`src/rtl/register_file_pkg.sv`:
```
// Shared constants for the MIPS register file and its consumers.
package register_file_pkg;

    localparam int unsigned REG_WIDTH  = 32;
    localparam int unsigned REG_ADDR_W = 5;

    localparam logic [REG_ADDR_W-1:0] REG_ZERO = 5'd0;
    localparam logic [REG_ADDR_W-1:0] REG_AT   = 5'd1;
    localparam logic [REG_ADDR_W-1:0] REG_SP   = 5'd29;
    localparam logic [REG_ADDR_W-1:0] REG_RA   = 5'd31;

endpackage

```
`src/rtl/register_file_zero.sv`:
```
// Constant-zero source; drives the read path of architectural register $0.
module Zero #(
    parameter int unsigned WIDTH = 32
) (
    output logic [WIDTH-1:0] zero_o
);

    assign zero_o = '0;

endmodule

```
`src/rtl/register_file.sv`:
```
// 32 x 32 MIPS register file: two combinational read ports, one synchronous
// write port, optional write-to-read bypass. $0 has no storage and reads
// through a Zero instance.
module register_file
    import register_file_pkg::*;
#(
    parameter int unsigned WIDTH  = REG_WIDTH,
    parameter int unsigned ADDR_W = REG_ADDR_W,
    parameter bit          BYPASS = 1'b1
) (
    input  logic              clk,
    input  logic              reset,
    input  logic              we,
    input  logic [ADDR_W-1:0] waddr,
    input  logic [WIDTH-1:0]  wdata,
    input  logic [ADDR_W-1:0] raddr1,
    input  logic [ADDR_W-1:0] raddr2,
    output logic [WIDTH-1:0]  rdata1,
    output logic [WIDTH-1:0]  rdata2
);

    localparam int unsigned DEPTH = 2 ** ADDR_W;

    // Storage exists for indices 1..DEPTH-1 only.
    logic [WIDTH-1:0] regs_q [1:DEPTH-1];
    logic [WIDTH-1:0] zero_w;
    logic [WIDTH-1:0] stored1_w;
    logic [WIDTH-1:0] stored2_w;

    Zero #(.WIDTH(WIDTH)) u_zero (
        .zero_o (zero_w)
    );

    // Shared per-port read selection: $0 constant, else bypass, else storage.
    function automatic logic [WIDTH-1:0] read_sel(
        input logic [ADDR_W-1:0] ra,
        input logic [WIDTH-1:0]  stored,
        input logic              rst,
        input logic              wen,
        input logic [ADDR_W-1:0] wa,
        input logic [WIDTH-1:0]  wd,
        input logic [WIDTH-1:0]  zv
    );
        logic [WIDTH-1:0] r;
        r = stored;
        if (rst) begin
            r = '0;
        end else if (ra == '0) begin
            r = zv;
        end else if (BYPASS && wen && (wa == ra)) begin
            r = wd;
        end
        return r;
    endfunction

    // Storage: async clear, write on rising edge unless targeting $0.
    always_ff @(posedge clk or posedge reset) begin
        if (reset) begin
            for (int unsigned i = 1; i < DEPTH; i++) begin
                regs_q[i] <= '0;
            end
        end else if (we && (waddr != '0)) begin
            regs_q[waddr] <= wdata;
        end
    end

    // Raw storage lookup per port; address 0 is masked off by read_sel.
    always_comb begin
        stored1_w = '0;
        stored2_w = '0;
        if (raddr1 != '0) stored1_w = regs_q[raddr1];
        if (raddr2 != '0) stored2_w = regs_q[raddr2];
    end

    // Port 1 (rs) read mux.
    always_comb begin
        rdata1 = read_sel(raddr1, stored1_w, reset, we, waddr, wdata, zero_w);
    end

    // Port 2 (rt) read mux.
    always_comb begin
        rdata2 = read_sel(raddr2, stored2_w, reset, we, waddr, wdata, zero_w);
    end

endmodule

```
`config.mk`:
```
export PLATFORM = sky130hd
export DESIGN_NAME = register_file
export DESIGN_NICKNAME = d
export VERILOG_FILES = /design/src/rtl/register_file_pkg.sv /design/src/rtl/register_file_zero.sv /design/src/rtl/register_file.sv
export SDC_FILE = /design/constraint.sdc
export NUM_CORES = 2
export LEC_CHECK = 0
export CAP_MARGIN = 20
export CELL_PAD_IN_SITES_DETAIL_PLACEMENT = 1
export CELL_PAD_IN_SITES_GLOBAL_PLACEMENT = 1
export CORE_MARGIN = 2
export CORE_UTILIZATION = 50
export CTS_CLUSTER_SIZE = 16
export DETAILED_ROUTE_END_ITERATION = 6
export PLACE_DENSITY_LB_ADDON = 0.1
export SLEW_MARGIN = 0
export SYNTH_ARGS = -nofsm -noshare
export SYNTH_HDL_FRONTEND = slang
export SYNTH_SLANG_ARGS = --single-unit
```
`constraint.sdc`:
```
create_clock -name clk -period 64.2 [get_ports clk]
set_input_delay 6.42 -clock clk [delete_from_list [all_inputs] [get_ports clk]]
set_output_delay 6.42 -clock clk [all_outputs]
set_load 0.05 [all_outputs]
```
==> flow_summary.ini <==
[final_layout]
final_common_cell = mux2_2
syn_to_final_growth_pct = 11.16
drive_gt1_share_pct = 46.25
top_register = regs_q
layout.nets = 3861
final_cell_mix = 1086 x mux2_2, 992 x dfrtp_1, 347 x mux4_2
reg_top3 = regs_q (992)
fin_cells = 5320
largest_register_ffs = 992
fillers = 10132

[global_route]
antenna_found_initial = 5
grt.met1_usage_pct = 49.53
busiest_layer = met2
grt_max_degree = 159
first_global_vias = 40479
grt_first_pass_wirelength_um = 293100
grt_usage_pct = 36.11
met3_usage_pct = 7.289
overflow = 0
use_met2_pct = 56.22

[synth]
synth_seq_cells = 992
ys.flop_type = dfrtp_1
synth_edf_count = 0
yosys.area.top_type = dfrtp_1
yosysTopAreaCellShare_pct = 45.52
syn_inst = 3880
yosys_warnings = 0
yosysSeqAreaShare_pct = 45.52
async_flop_share_pct = 100.0
avgSynthCellArea_um2 = 14.06
syn_nets = 3930
post_synth_num_cell_types = 47
syn_area_mm2 = 0.05454
synth_area_leaders = dfrtp_1 46%, mux2_2 22%, mux4_2 14%, mux2i_1 4.1%, a22oi_1 1.6%

[setup_path]
startpoint_type = input port
required_ns = 57.78
crit_path_max_fanout = 99
crit_type = in2out
cp-end-kind = output port
cp.arrival_ns = 11.07

[clock_network]
cts-root-buf = clkbuf_16
post-cts-setup-buffers = 0
cts_tree = yes
htreeDepth = 3
cts_sinks = 992
clkSlewWorstSetupHoldPaths_ns = 0.06
ctsResizeCount = 0
cts_buffers = 111
ctsHoldBuffers = 0
clock_latency_ns = 0.69
clock_path_buffers = 3

[timing]
timing.fmax_mhz = 57.18
final.setup.worst_slack_ns = 46.71
tightest_slew_ns = 1.208
whs_ns = 0.5244
rsz0062_at_grt = no
slew_headroom_pct = 19.30
finalSetupViolCount = 0
hold_violations = 0
min_period_ns = 17.49
fin_crit_sh_pct = 27.24
clock_skew_ns = 0
maxSlewViolCount = 0
finalSetupTns_ns = 0

[floorplan]
die-area_mm2 = 0.1117
io_pins = 114
fp.dieH_um = 334.3
fp-row-count = 121
fp.dieW_um = 334.3
core-area_mm2 = 0.1086
start_util_pct = 50.24

[flow_run]
maxCapViolCount = 0

[placed_design]
port_buffers = 113
place_ws_ns = 46.76
dpl.cell_count = 5101
hpwl_um = 115000
routabilityCongestion = 0.8247

[drt]
via_per_inst = 7.134
post_drt_wl_per_cell_um = 37.92
first_iter_violations = 3809
route.detailed.drc = 0
first_pass_iters = 6
antenna_left = 0
wl_um = 201700
vias = 37955

[power]
intPower_mw = 1.383
power_density_mw_per_mm2 = 32.16
switching_share_pct = 29.05
clkPwrFrac_pct = 34.9
power.ir.vdd_worst_v = 0.00002166
switchingPower_mw = 0.5664
p_seq_share_pct = 43.4
pwr-share-comb_pct = 21.7
leakagePower_nw = 26.11

[outcome]
status = finished clean

[hold_path]
worstHoldPathType = reg2reg
-- Yosys cell counts (8+ instances only) --
cell,count
mux2_2,1086
dfrtp_1,992
mux4_2,347
mux2i_1,226
clkbuf_1,182
a22oi_1,115
buf_2,100
o21ai_0,85
a211oi_1,78
nor2b_1,63
nor2_1,62
nand2_1,61
buf_1,60
buf_4,41
a221o_1,40
a221oi_1,39
a21oi_1,38
o22ai_1,38
o211ai_1,36
buf_6,31
nor3_1,31
o211a_1,23
o2111ai_1,17
nand2b_1,16
nand3_1,16
o21ai_1,8
xor2_1,8
-- logic make-up (layout without fill, tap and decap cells) --
logic type	after synthesis	after routing	share of synthesized area, %
multiplexers	1659	1659	40.90
flip-flops	992	992	45.52
AO/OA/AOI/OAI	524	524	6.981
buffers and inverters	422	447	3.955
AND/OR/NAND/NOR	273	273	2.489
XOR/XNOR	10	10	0.1606
other	0	1	0
-- through the flow --
stage | total power, mW | instance area [µm²] | utilization [%]
global placement | 1.232 | 56430 | 51.98
detailed placement | 1.268 | 56460 | 52.01
CTS | 1.947 | 60340 | 55.58
finish | 1.950 | 60630 | 55.85
global route | 2.020 | 60620 | 55.85
floorplan | 1.139 | 54540 | -
-- power by group through the flow --
stage / registers, mW / logic, mW / clock network (mW)
finish: 0.847 / 0.423 / 0.680
detailed placement: 0.852 / 0.417 / 0
global route: 0.860 / 0.448 / 0.712
CTS: 0.842 / 0.420 / 0.686
global placement: 0.832 / 0.400 / 0
floorplan: 0.818 / 0.321 / 0
-- per-layer routing --
layer / up-vias / wire length, µm
met3: 466 / 16300
met4: 6 / 8876
met1: 20824 / 83200
met2: 1821 / 93330
met5: - / 38
li1: 14838 / -
-- final cells by class --
type / instances / area [µm²] / area share (%)
Antenna cell: 1 / 2.502 / 0.004128
Clock buffer: 168 / 3376 / 5.568
Clock inverter: 39 / 504.2 / 0.8317
Inverter: 3 / 18.77 / 0.03096
Multi-Input combinational cell: 2466 / 27800 / 45.85
Sequential cell: 992 / 24820 / 40.95
Tap cell: 1414 / 1769 / 2.918
Timing Repair Buffer: 237 / 2333 / 3.849
-- worst max-delay path, stage by stage --
cell,delay (ns)
buf_8,0.47
buf_12,0.51
nor2b_4,0.71
buf_4,0.49
a221oi_1,0.17
a221o_1,0.29
o21ai_0,0.23
o21ai_0,0.30
o21ai_0,0.26
clkdlybuf4s50_1,0.86
-- final timing paths --
check                                        startpoint                      end  slack, ns  cells after the start
worst max-delay path                          raddr2[0]                rdata2[1]      46.71                     10
worst min-delay path            regs_q[874]$_DFFE_PP0P_  regs_q[874]$_DFFE_PP0P_       0.52                      1
worst max register to register  regs_q[180]$_DFFE_PP0P_  regs_q[180]$_DFFE_PP0P_      63.36                      1
min in group asynchronous                         reset  regs_q[499]$_DFFE_PP0P_       6.62                      2
worst min register to register  regs_q[874]$_DFFE_PP0P_  regs_q[874]$_DFFE_PP0P_       0.52                      1
max in group asynchronous                         reset  regs_q[533]$_DFFE_PP0P_      54.89                      7
Note: power is estimated with default switching activity, not from simulation.
